==> config.mk <==
export PLATFORM = sky130hd
export DESIGN_NAME = csync_decoder_flat
export DESIGN_NICKNAME = d
export VERILOG_FILES = /design/src/rtl/ga_video_pkg.sv /design/src/rtl/csync_decoder_if.sv /design/src/rtl/pulse_timer.sv /design/src/rtl/csync_decoder.sv /design/src/flat_wrapper.sv
export SDC_FILE = /design/constraint.sdc
export NUM_CORES = 1
export LEC_CHECK = 0
export BUFFER_PORTS_ARGS = -buffer_cell sky130_fd_sc_hd__buf_2
export CAP_MARGIN = 10
export CORE_AREA = 3 3 61 63
export DETAILED_ROUTE_END_ITERATION = 12
export DIE_AREA = 0 0 64 66
export PLACE_DENSITY_LB_ADDON = 0.08
export SLEW_MARGIN = 10
export SYNTH_ARGS = -nofsm -noshare
export SYNTH_HDL_FRONTEND = slang
export SYNTH_HIERARCHICAL = 1
export SYNTH_SLANG_ARGS = --single-unit
export TNS_END_PERCENT = 10
==> constraint.sdc <==
create_clock -name clk -period 2.9 [get_ports clk]
set_clock_uncertainty 0.2 [all_clocks]
set_input_delay 0.145 -clock clk [delete_from_list [all_inputs] [get_ports clk]]
set_output_delay 0.145 -clock clk [all_outputs]
set_load 0.03 [all_outputs]
==> src/rtl/ga_video_pkg.sv <==
`default_nettype none
// ============================================================================
// Module   : ga_video_pkg
// Brief    : Shared types and constants for the gate-array video output path.
// Revision : 1.0
// ============================================================================
package ga_video_pkg;

  typedef enum logic [0:0] {
    NORMAL = 1'b0,
    VSYNC  = 1'b1
  } csync_state_t;

  localparam int HS_MAX_DEF = 8;
  localparam int HSW_W      = 5;

endpackage
`default_nettype wire

==> src/rtl/csync_decoder_if.sv <==
`default_nettype none
// ============================================================================
// Module   : csync_decoder_if
// Brief    : Composite-sync input and recovered sync/measurement outputs.
// Revision : 1.0
// ============================================================================
interface csync_decoder_if #(
  parameter int LCNT_W = 9
) ();
  import ga_video_pkg::*;

  logic              cclk_en;
  logic              SYNC_N;
  logic              HSYNC_O;
  logic              VSYNC_O;
  logic [HSW_W-1:0]  HSW_O;
  logic [LCNT_W-1:0] FRAME_LINES_O;
  logic              LOCKED_O;

  modport master (
    output cclk_en, SYNC_N,
    input  HSYNC_O, VSYNC_O, HSW_O, FRAME_LINES_O, LOCKED_O
  );

  modport slave (
    input  cclk_en, SYNC_N,
    output HSYNC_O, VSYNC_O, HSW_O, FRAME_LINES_O, LOCKED_O
  );

endinterface
`default_nettype wire

==> src/rtl/pulse_timer.sv <==
`default_nettype none
// ============================================================================
// Module   : pulse_timer
// Brief    : Saturating tick counter, cleared on edge, with limit comparator.
// Revision : 1.0
// ============================================================================
module pulse_timer #(
  parameter int W     = 5,
  parameter int LIMIT = 8
) (
  input  wire logic         clk,
  input  wire logic         reset,
  input  wire logic         i_clr,
  input  wire logic         i_en,
  output logic [W-1:0]      o_cnt,
  output logic              o_at_limit
);

  localparam logic [W-1:0] c_limit = W'(LIMIT);
  localparam logic [W-1:0] c_max   = '1;

  logic [W-1:0] r_cnt;

  // Clear has priority so an edge coinciding with a tick is not counted.
  always_ff @(posedge clk) begin
    if (reset) begin
      r_cnt <= '0;
    end else if (i_clr) begin
      r_cnt <= '0;
    end else if (i_en && (r_cnt != c_max)) begin
      r_cnt <= r_cnt + 1'b1;
    end
  end

  assign o_cnt      = r_cnt;
  assign o_at_limit = (r_cnt == c_limit);

endmodule
`default_nettype wire

==> src/rtl/csync_decoder.sv <==
`default_nettype none
// ============================================================================
// Module   : csync_decoder
// Brief    : Splits XNOR composite sync into HSYNC/VSYNC, measures HSYNC
//            width and lines per frame.
// Revision : 1.0
// ============================================================================
module csync_decoder
  import ga_video_pkg::*;
#(
  parameter int HS_MAX = HS_MAX_DEF,
  parameter int LCNT_W = 9
) (
  input  wire logic       clk,
  input  wire logic       reset,
  csync_decoder_if.slave  bus
);

  localparam logic [LCNT_W-1:0] c_lcnt_max = '1;

  csync_state_t      r_state, w_state_nx;
  logic              r_sync_d;
  logic              r_hsync, w_hsync_nx;
  logic              r_vsync, w_vsync_nx;
  logic [HSW_W-1:0]  r_hsw, w_hsw_nx;
  logic [LCNT_W-1:0] r_frame, w_frame_nx;
  logic [LCNT_W-1:0] r_lcnt, w_lcnt_nx;
  logic [1:0]        r_vs_seen, w_vs_seen_nx;

  logic              w_fall, w_rise;
  logic [HSW_W-1:0]  w_pcnt;
  logic              w_at_limit;

  assign w_fall = r_sync_d & ~bus.SYNC_N;
  assign w_rise = ~r_sync_d & bus.SYNC_N;

  pulse_timer #(
    .W     (HSW_W),
    .LIMIT (HS_MAX)
  ) u_pulse_timer (
    .clk        (clk),
    .reset      (reset),
    .i_clr      (w_fall | w_rise),
    .i_en       (bus.cclk_en),
    .o_cnt      (w_pcnt),
    .o_at_limit (w_at_limit)
  );

  always_ff @(posedge clk) begin
    if (reset) begin
      r_state   <= NORMAL;
      r_sync_d  <= 1'b1;
      r_hsync   <= 1'b0;
      r_vsync   <= 1'b0;
      r_hsw     <= '0;
      r_frame   <= '0;
      r_lcnt    <= '0;
      r_vs_seen <= '0;
    end else begin
      r_state   <= w_state_nx;
      r_sync_d  <= bus.SYNC_N;
      r_hsync   <= w_hsync_nx;
      r_vsync   <= w_vsync_nx;
      r_hsw     <= w_hsw_nx;
      r_frame   <= w_frame_nx;
      r_lcnt    <= w_lcnt_nx;
      r_vs_seen <= w_vs_seen_nx;
    end
  end

  always_comb begin
    w_state_nx   = r_state;
    w_hsync_nx   = r_hsync;
    w_vsync_nx   = r_vsync;
    w_hsw_nx     = r_hsw;
    w_frame_nx   = r_frame;
    w_lcnt_nx    = r_lcnt;
    w_vs_seen_nx = r_vs_seen;

    case (r_state)
      NORMAL: begin
        if (w_fall) begin
          w_hsync_nx = 1'b1;
        end else if (w_rise) begin
          w_hsync_nx = 1'b0;
          w_hsw_nx   = w_pcnt;
        end else if (bus.cclk_en && !bus.SYNC_N && w_at_limit) begin
          // Overlong low: the pulse was really the start of VSYNC.
          w_state_nx = VSYNC;
          w_hsync_nx = 1'b0;
          w_vsync_nx = 1'b1;
          w_frame_nx = r_lcnt;
          w_lcnt_nx  = '0;
          if (r_vs_seen != 2'd3) begin
            w_vs_seen_nx = r_vs_seen + 2'd1;
          end
        end
      end
      VSYNC: begin
        if (w_rise) begin
          w_hsync_nx = 1'b1;
        end else if (w_fall) begin
          w_hsync_nx = 1'b0;
          w_hsw_nx   = w_pcnt;
        end else if (bus.cclk_en && bus.SYNC_N && w_at_limit) begin
          w_state_nx = NORMAL;
          w_hsync_nx = 1'b0;
          w_vsync_nx = 1'b0;
        end
      end
      default: w_state_nx = NORMAL;
    endcase

    if (w_hsync_nx && !r_hsync && (r_lcnt != c_lcnt_max)) begin
      w_lcnt_nx = r_lcnt + 1'b1;
    end
  end

  assign bus.HSYNC_O       = r_hsync;
  assign bus.VSYNC_O       = r_vsync;
  assign bus.HSW_O         = r_hsw;
  assign bus.FRAME_LINES_O = r_frame;
  assign bus.LOCKED_O      = r_vs_seen[1];

endmodule
`default_nettype wire
==> src/flat_wrapper.sv <==
// flat-port wrapper written by rule: the top's interface ports become plain ports
module csync_decoder_flat import ga_video_pkg::*;
#(
  parameter int HS_MAX = HS_MAX_DEF,
  parameter int LCNT_W = 9
)
  (clk, reset, bus_cclk_en, bus_SYNC_N, bus_HSYNC_O, bus_VSYNC_O, bus_HSW_O, bus_FRAME_LINES_O, bus_LOCKED_O);
  csync_decoder_if #(.LCNT_W(LCNT_W)) bus_i ();
  input  wire logic clk;
  input  wire logic reset;
  input wire logic [$bits(bus_i.cclk_en)-1:0] bus_cclk_en;
  input wire logic [$bits(bus_i.SYNC_N)-1:0] bus_SYNC_N;
  output wire logic [$bits(bus_i.HSYNC_O)-1:0] bus_HSYNC_O;
  output wire logic [$bits(bus_i.VSYNC_O)-1:0] bus_VSYNC_O;
  output wire logic [$bits(bus_i.HSW_O)-1:0] bus_HSW_O;
  output wire logic [$bits(bus_i.FRAME_LINES_O)-1:0] bus_FRAME_LINES_O;
  output wire logic [$bits(bus_i.LOCKED_O)-1:0] bus_LOCKED_O;
  assign bus_i.cclk_en = bus_cclk_en;
  assign bus_i.SYNC_N = bus_SYNC_N;
  assign bus_HSYNC_O = bus_i.HSYNC_O;
  assign bus_VSYNC_O = bus_i.VSYNC_O;
  assign bus_HSW_O = bus_i.HSW_O;
  assign bus_FRAME_LINES_O = bus_i.FRAME_LINES_O;
  assign bus_LOCKED_O = bus_i.LOCKED_O;
  csync_decoder #(.HS_MAX(HS_MAX), .LCNT_W(LCNT_W)) u_core (.clk(clk), .reset(reset), .bus(bus_i));
endmodule
## After elaboration in Yosys (flattened, before gate mapping)

Index checks and enable logic that the tools add are counted.
W data, S select, Z words.

- Register bits after elaboration: 34
- Input bits: 4
- Output and inout port bits: 17

- Add/sub/neg operators: 3
- Eq/ne operators: 15
- Multiplexer cells: 31
- Bitwise operators: 8
- Reductions and logical operators: 16

Operator list:

| operator | count |
|---|---|
| $mux W9 | 5 |
| $mux W5 | 4 |
| $ne A2 B2 Y1 const B | 10 |
| $mux W1 | 18 |
| $reduce_and A4 Y1 | 3 |
| $pmux W5 S2 | 1 |
| $add A9 B1 Y9 const B | 1 |
| $ne A9 B9 Y1 const B | 1 |
| $logic_and A1 B1 Y1 | 7 |
| $pmux W1 S2 | 3 |
| $reduce_and A6 Y1 | 1 |
| $add A5 B1 Y5 const B | 1 |
| $eq A5 B4 Y1 const B | 1 |
| $ne A5 B5 Y1 const B | 1 |
| $not A1 Y1 | 5 |
| $reduce_and A5 Y1 | 1 |
| $ne A2 B1 Y1 const B | 2 |
| $add A2 B1 Y2 const B | 1 |
| $and A1 B1 Y1 | 2 |
| $logic_not A1 Y1 | 2 |
| $reduce_bool A2 Y1 | 1 |
| $reduce_or A2 Y1 | 1 |
| $or A1 B1 Y1 | 1 |

## Depth between registers and ports, before layout

Gate-level depths: netlist of the first run.

- Depth after elaboration: 11
- Mapped depth: 11

## Modules after synthesis

The synthesis of the first run kept the hierarchy.

By module, submodules not included:

| module | instances | cells an instance | area each (um^2) |
|---|---|---|---|
| csync_decoder | 1 | 160 | 1471.4 |
| pulse_timer | 1 | 31 | 267.8 |

## Least setup slack after synthesis of the first run

Ideal clock, no wire load.

- Path type: register to register
- From: register u_core.r_lcnt[0]
- To: register u_core.r_lcnt[6]
- Library setup time: 142 ps
- Arrival: 2146 ps
- Path slack: 412 ps
- Stages on the path, launching flop included: 11
- Path buffers: 2
- Period minus slack after synthesis: 2488 ps
- Path through: dfxtp_1 > ha_1 > and3_1 > and3_1 > and3_1 > ha_1 > or2_1 > buf_2 > clkbuf_1 > o311ai_0 > o311ai_1

- Longest elaborated chain between the ends: 4
- Elaborated cells between the ends (all ways): 9

Ends and longest elaborated chain:

| what | line | source |
|---|---|---|
| start: declaration | csync_decoder.sv:27 | `logic [LCNT_W-1:0] r_lcnt, w_lcnt_nx;` |
| start signal: assignment | csync_decoder.sv:66 | `r_lcnt <= w_lcnt_nx;` |
| parallel branches: the longest is 4 deep, another holds $add A9 B1 Y9 | - |  |

Several ways; the timed one is not identified.
A chain may end at the register's enable or synchronous reset.

## Worst setup path in the final report of the first run

- From: register u_core.r_lcnt[0]
- To: register u_core.r_lcnt[0]

Same word-level chain as after synthesis.

==> results.txt, run 1 <==
----------------------------------------------------
[Detailed routing]
  DRC violation count after routing ... 0
  Total via count in the routed design ... 1427
  Post-detailed-route wirelength per cell ... roughly 14 µm
  Detailed-routing iteration count for the pre-antenna-repair pass ... 4
  Number of DRC markers in iteration 0 ... between 50 and 60
  Final wirelength ... between 3000 and 4000 µm
  Antenna-violating nets left ... 0
  Average vias per placed instance ... approximately 5.6

[Critical path]
  Ordered cell list for the critical path ... ha_1 > and3_1 > and3_1 > and3_1 > ha_1 > or2_1 > or3_1 > mux2i_1
  Data required, critical path ... 2920 ps
  Kind of end point of the critical path ... flop
  Element type at the critical path start ... flop
  Worst Path Class, Setup ... reg -> reg
  Slowest stage cell, crit path ... sky130_fd_sc_hd__or3_1
  Max stage delay on crit path ... about 470 ps
  Cell repeated most along the worst path ... sky130_fd_sc_hd__and3_1
  Arr. time, crit path ... 2690 ps
  Maximum fanout along the worst path ... 19

[Floorplan]
  # IOs ... 21
  Chip height ... 66 µm
  Die outline width ... approximately 64 µm
  Core ar. ... between 3000 and 4000 µm²
  Initial core utilization ... 53.0%
  Rows ... 21
  Total Die Area ... 4220 µm²

[Pwr]
  VDD IR max ... slightly above 0.0003 V
  Static Leakage ... 0.879 nW
  Total power ... around 790 µW
  Total power divided by cell area ... just over 400 nW/µm²

[Clock network]
  Max H-tree Level ... 2
  Clk sink count ... 34
  Clock-pin transition on the worst setup and hold timing paths ... approximately 100 ps
  Clock tree from TritonCTS ... built
  Number of buffers inserted during clock tree synthesis ... 5
  Clock latency reported for the late side of the worst-skew pair ... between 300 and 400 ps
  Max Root-Sink Buffers ... 2
  Library cell used as clock root buffer ... sky130_fd_sc_hd__clkbuf_4
  Post-CTS resize count ... 0

[Final layout]
  Count of filler cells inserted in the layout ... between 300 and 400
  Commonest cells after routing, fill and taps aside ... sky130_fd_sc_hd__dfxtp_1, sky130_fd_sc_hd__nor2_1, sky130_fd_sc_hd__buf_2
  Number of inserted diodes ... 0
  Most common library cell in the layout ignoring fill and taps ... sky130_fd_sc_hd__dfxtp_1
  Final net count ... about 220
  Layout cell share with drive strength beyond 1 ... 18.0%
  Area Overhead vs Synth ... 10.6%

[Global route]
  Total gr overflow ... 0
  Largest net degree at the start of global routing ... 39
  Total Routing Usage GR ... 19.2%
  Vias in the first global route ... approximately 1400
  Global-route wire length before repair ... about 6300 µm
  Initial antenna violation count ... 0

[Placement]
  Detailed-placement wirelength estimate ... 2570 µm
  Placement-stage worst setup slack ... 257 ps
  Final Wtd Congestion ... ~0.8
  Number of port buffers ... 20

[Synth]
  Net count after synthesis ... between 200 and 250
  Top area cells in the synthesized netlist ... sky130_fd_sc_hd__dfxtp_1, sky130_fd_sc_hd__mux2i_1, sky130_fd_sc_hd__ha_1
  Count of cell types in the netlist ... between 40 and 50
  Synth warn ... 6
  Count of flip-flops with a built-in enable after synthesis ... 0
  Largest family of logic cells by synthesized area ... simple AND/OR/NAND/NOR gates
  Avg Synthesized Cell Area ... roughly 9.1 µm²
  Largest area contributor in the netlist ... sky130_fd_sc_hd__dfxtp_1
  Asr flop ratio synth ... 0%
  Post-synthesis simple-gate area fraction ... ~28%
  Gate Count Post-Synth ... 191
  Top FF cell, synth ... sky130_fd_sc_hd__dfxtp_1
  Multiplexer fraction of the synthesized cell area ... 10.4%
  Post-synthesis compound-gate area fraction ... 11.4%
  Synth Area in Adders ... 5.76%
  Top cell type's share of synthesized area ... 39.1%
  Area share of xor/xnor cells in the synthesized design ... approximately 1.5%
  Number of synthesized register bits ... 34
  Mapped Area ... about 1700 µm²
  Sequential area share after synthesis ... between 30% and 40%

[Timing]
  Final hold vios ... 0
  Total negative setup slack ... 0 ps
  F_max ... 374 MHz
  Worst-Margin Slew ... 630 ps
  Worst slew margin relative to its limit ... approximately 58%
  Period minus WS final ... ~2700 ps
  Final Max Slew Viols ... 0
  # setup viols final ... 0
  Worst setup slack after layout ... 228 ps
  Final Cycle Share ... 92.2%
  Unrepaired setup endpoints after global routing ... no

[Run]
  Reported max-cap violation count ... 0

[Min path]
  Worst hold-check path type ... in -> reg

[Status]
  Status ... complete, no violations

----------------------------------------------------
[layer usage]
layer,part of all wire (%),GRT usage (%)
met2,51,34.2
met1,45,21.8
met4,1.0,7.28
met3,3.1,5.10
met5,0,0
[power by group]
part	internal, mW	total, mW	switching, mW
registers	0.474	0.483	0.00886
logic	0.0279	0.0754	0.0475
clock network	0.0871	0.235	0.148
[synth_stat cells (all sizes together) (2+ instances only)]
| library cell | number |
|---|---|
| a21oi | 5 |
| and3 | 5 |
| buf | 4 |
| clkbuf | 5 |
| dfxtp | 34 |
| ha | 8 |
| inv | 6 |
| mux2i | 18 |
| nand2 | 17 |
| nand2b | 6 |
| nand3 | 2 |
| nand3b | 2 |
| nand4 | 4 |
| nor2 | 23 |
| nor2b | 7 |
| nor3 | 5 |
| nor3b | 2 |
| nor4b | 3 |
| o211ai | 4 |
| o21ai | 2 |
| o311ai | 8 |
| or2 | 4 |
| or3 | 2 |
| xor2 | 2 |
[worst paths after layout]
check | startpoint | end | slack [ps] | cells after the start
max | u_core/r_lcnt[0] | u_core/r_lcnt[0] | 230 | 8
min | bus_cclk_en | u_core/u_pulse_timer/o_cnt[1] | 40 | 4
max reg2reg | u_core/r_lcnt[0] | u_core/r_lcnt[0] | 230 | 8
min reg2reg | u_core/bus.FRAME_LINES_O[5] | u_core/bus.FRAME_LINES_O[5] | 300 | 2
[final cells by class]
type                            count  area (µm²)  share of cell area (%)
Inverter                            6        22.5                    1.17
Timing Repair Buffer               22         118                    6.12
Clock inverter                      2        10.0                   0.520
Sequential cell                    34         681                    35.4
Clock buffer                        5        37.5                    1.95
Tap cell                           46        57.6                    2.99
Multi-Input combinational cell    142         997                    51.9
[repair_timing]
| action | CTS | global route |
|---|---|---|
| endpoints found under the hold margin | 3 | 0 |
| hold buffers | 1 | 0 |
| buffers inserted | 0 | 0 |
[metrics by stage]
stage / instances / utilization [%] / area (µm²) / hold slack, ps
2_1_floorplan: 191 / - / 1740 / 40.7
3_3_place_gp: 249 / 56.8 / 1870 / 241
3_5_place_dp: 249 / 56.8 / 1870 / 246
4_1_cts: 257 / 58.6 / 1920 / 24.3
5_1_grt: 257 / 58.6 / 1920 / 42.2
6_report: 257 / 58.6 / 1920 / 39.4
[registers in the layout (all words and copies together), names as in the netlist]
name,count
u_core/r_state,1
u_core/bus.VSYNC_O,1
u_core/r_vs_seen,2
u_core/r_sync_d,1
u_core/r_lcnt,9
u_core/bus.HSW_O,5
u_core/bus.FRAME_LINES_O,9
u_core/u_pulse_timer/o_cnt,5
u_core/bus.HSYNC_O,1
[critical path: cells and delay by family, from the launching register on]
kind	cells	cell delay (ps)
simple gates	5	1490
mux	1	150
fa+ha+maj	2	390
flops	1	350
[logic make-up (layout without fill, tap and decap cells)]
logic type,count (synthesis),after routing
AND/OR/NAND/NOR,88,88
flip-flops,34,34
AO/OA/AOI/OAI,25,25
multiplexers,18,18
buffers and inverters,15,35
adder cells (fa/ha/maj),8,8
XOR/XNOR,3,3
Note: power is estimated with default switching activity, not from simulation.
==> run 2, diff against run 1 <==
- CELL_PAD_IN_SITES_DETAIL_PLACEMENT: unset -> 1
- CELL_PAD_IN_SITES_GLOBAL_PLACEMENT: unset -> 1
- CORE_AREA: 3 3 61 63 -> 3 3 68 70
- DIE_AREA: 0 0 64 66 -> 0 0 71 73
==> results.txt, run 2 (synthesis results as in run 1) <==
----------------------------------------------------
[Status]
  Status ... complete, no violations

[Floorplan]
  Die outline width ... 71 µm
  # IOs ... 21
  Core ar. ... just over 4000 µm²
  Rows ... 23
  Chip height ... between 70 and 80 µm
  Total Die Area ... roughly 5200 µm²
  Initial core utilization ... between 40 and 50%

[Placement]
  Detailed-placement wirelength estimate ... approximately 3000 µm
  Final Wtd Congestion ... ~0.8
  Number of port buffers ... 20

[Global route]
  Total gr overflow ... 0
  Largest net degree at the start of global routing ... 39
  Total Routing Usage GR ... about 17%
  Vias in the first global route ... around 1500
  Initial antenna violation count ... 0
  Global-route wire length before repair ... ~7100 µm

[Final layout]
  Final net count ... around 220
  Area Overhead vs Synth ... 14.8%
  Count of filler cells inserted in the layout ... roughly 490
  Area of the multi-input gates ... roughly 1000 µm²
  Layout cell share with drive strength beyond 1 ... between 10% and 20%
  Number of inserted diodes ... 0
  Commonest cells after routing, fill and taps aside ... sky130_fd_sc_hd__dfxtp_1, sky130_fd_sc_hd__nor2_1, sky130_fd_sc_hd__buf_2
  Final cell utilization of the core ... 49.6%
  Most common library cell in the layout ignoring fill and taps ... sky130_fd_sc_hd__dfxtp_1
  Footprint of the flip-flops and latches ... just under 700 µm²

[Clock network]
  Clock-pin transition on the worst setup and hold timing paths ... about 70 ps
  Number of buffers inserted during clock tree synthesis ... 5
  Clock tree from TritonCTS ... built
  Clock latency reported for the late side of the worst-skew pair ... between 200 and 300 ps
  Max H-tree Level ... 2
  Post-CTS setup buffer count ... 0
  Library cell used as clock root buffer ... sky130_fd_sc_hd__clkbuf_8
  Clk sink count ... 34
  Max Root-Sink Buffers ... 2

[Critical path]
  Maximum fanout along the worst path ... 19
  Arr. time, crit path ... approximately 2700 ps
  Kind of end point of the critical path ... flop
  Data required, critical path ... about 2900 ps
  Worst Path Class, Setup ... reg -> reg
  R2R setup slack ... roughly 160 ps
  Element type at the critical path start ... flop

[Min path]
  Worst hold-check path type ... in -> reg

[Detailed routing]
  Topmost layer with routed signal wires ... met4
  Average vias per placed instance ... 5.59
  DRC violation count after routing ... 0
  Total via count in the routed design ... ~1500
  Antenna-violating nets left ... 0
  Amount of wire on met3 after detailed routing ... approximately 180 µm
  DR WL met2 ... slightly above 2000 µm
  Post-detailed-route wirelength per cell ... 16.1 µm
  Routed length on met1 ... a little under 2000 µm
  Final wirelength ... ~4200 µm
  Detailed-routing iteration count for the pre-antenna-repair pass ... 4
  Number of DRC markers in iteration 0 ... 50

[Timing]
  Worst slew margin relative to its limit ... between 50% and 60%
  Final Max Slew Viols ... 0
  Period minus WS final ... roughly 2700 ps
  Final hold vios ... 0
  F_max ... roughly 360 MHz
  Final Cycle Share ... 94.5%
  Total negative setup slack ... 0 ps
  Unrepaired setup endpoints after global routing ... no
  # setup viols final ... 0
  Worst-Margin Slew ... around 650 ps

[Pwr]
  Static Leakage ... around 0.91 nW
  Total power divided by cell area ... between 400 and 500 nW/µm²
  VDD IR max ... approximately 0.00019 V

[Run]
  Reported max-cap violation count ... 0

----------------------------------------------------
## run 2: cell count changes in the layout (fill, tap and decap cells not counted)
cell                        change
sky130_fd_sc_hd__clkbuf_8       +5
sky130_fd_sc_hd__buf_4          +1
sky130_fd_sc_hd__bufinv_16      +1
sky130_fd_sc_hd__clkbuf_4       -5
## run 2: final timing paths
path,cells after the start,from,endpoint
max reg2reg,8,u_core/r_lcnt[0],u_core/r_lcnt[0]
min reg2reg,2,u_core/r_lcnt[8],u_core/r_lcnt[8]
min,4,bus_cclk_en,u_core/u_pulse_timer/o_cnt[1]
max,8,u_core/r_lcnt[0],u_core/r_lcnt[0]
## run 2: repair_timing
| item | 4_1_cts | 5_1_grt |
|---|---|---|
| hold endpoints to repair | 2 | 0 |
| resized for setup | 0 | 0 |
| hold buffers | 1 | 0 |
## run 2: metal layers
layer | up-vias | GRT usage, %
li1 | 724 | -
met2 | 31 | 29.6
met5 | - | 0
met1 | 710 | 20.7
met4 | 0 | 5.85
met3 | 5 | 4.68
## run 2: where the power goes
| group | internal (mW) | leakage, nW | switching (mW) | total [mW] |
|---|---|---|---|---|
| clock network | 0.253 | 0.0579 | 0.178 | 0.431 |
| registers | 0.474 | 0.275 | 0.00925 | 0.484 |
| logic | 0.0297 | 0.578 | 0.0497 | 0.0794 |
| total | 0.757 | 0.911 | 0.237 | 0.994 |
## run 2: metrics by stage
stage,hold WS [ps],total power [mW],instance area [µm²],instances,setup slack [ps]
3_3_place_gp,235,0.570,1880,254,298
5_1_grt,132,1.04,2000,263,20.9
4_1_cts,82.7,1.01,2000,263,157
6_report,88.1,0.994,2000,263,160
2_1_floorplan,40.7,0.552,1740,191,412
3_5_place_dp,240,0.573,1880,254,183
## run 2: cell type report
| type | instances | share of cell area, % |
|---|---|---|
| multi-input combinational | 142 | 49.9 |
| sequential | 34 | 34.1 |
| timing repair buffer | 23 | 6.27 |
| clock buffer | 5 | 3.45 |
| tap | 50 | 3.13 |
| clock inverter | 3 | 2.01 |
| inverter | 6 | 1.13 |
## run 2: worst max-delay path, cell delays in order, from the launching register on
cell                      delay (ps)
sky130_fd_sc_hd__dfxtp_1         350
sky130_fd_sc_hd__ha_1            230
sky130_fd_sc_hd__and3_1          210
sky130_fd_sc_hd__and3_1          210
sky130_fd_sc_hd__and3_1          190
sky130_fd_sc_hd__ha_1            180
sky130_fd_sc_hd__or2_1           420
sky130_fd_sc_hd__or3_1           470
sky130_fd_sc_hd__mux2i_1         160
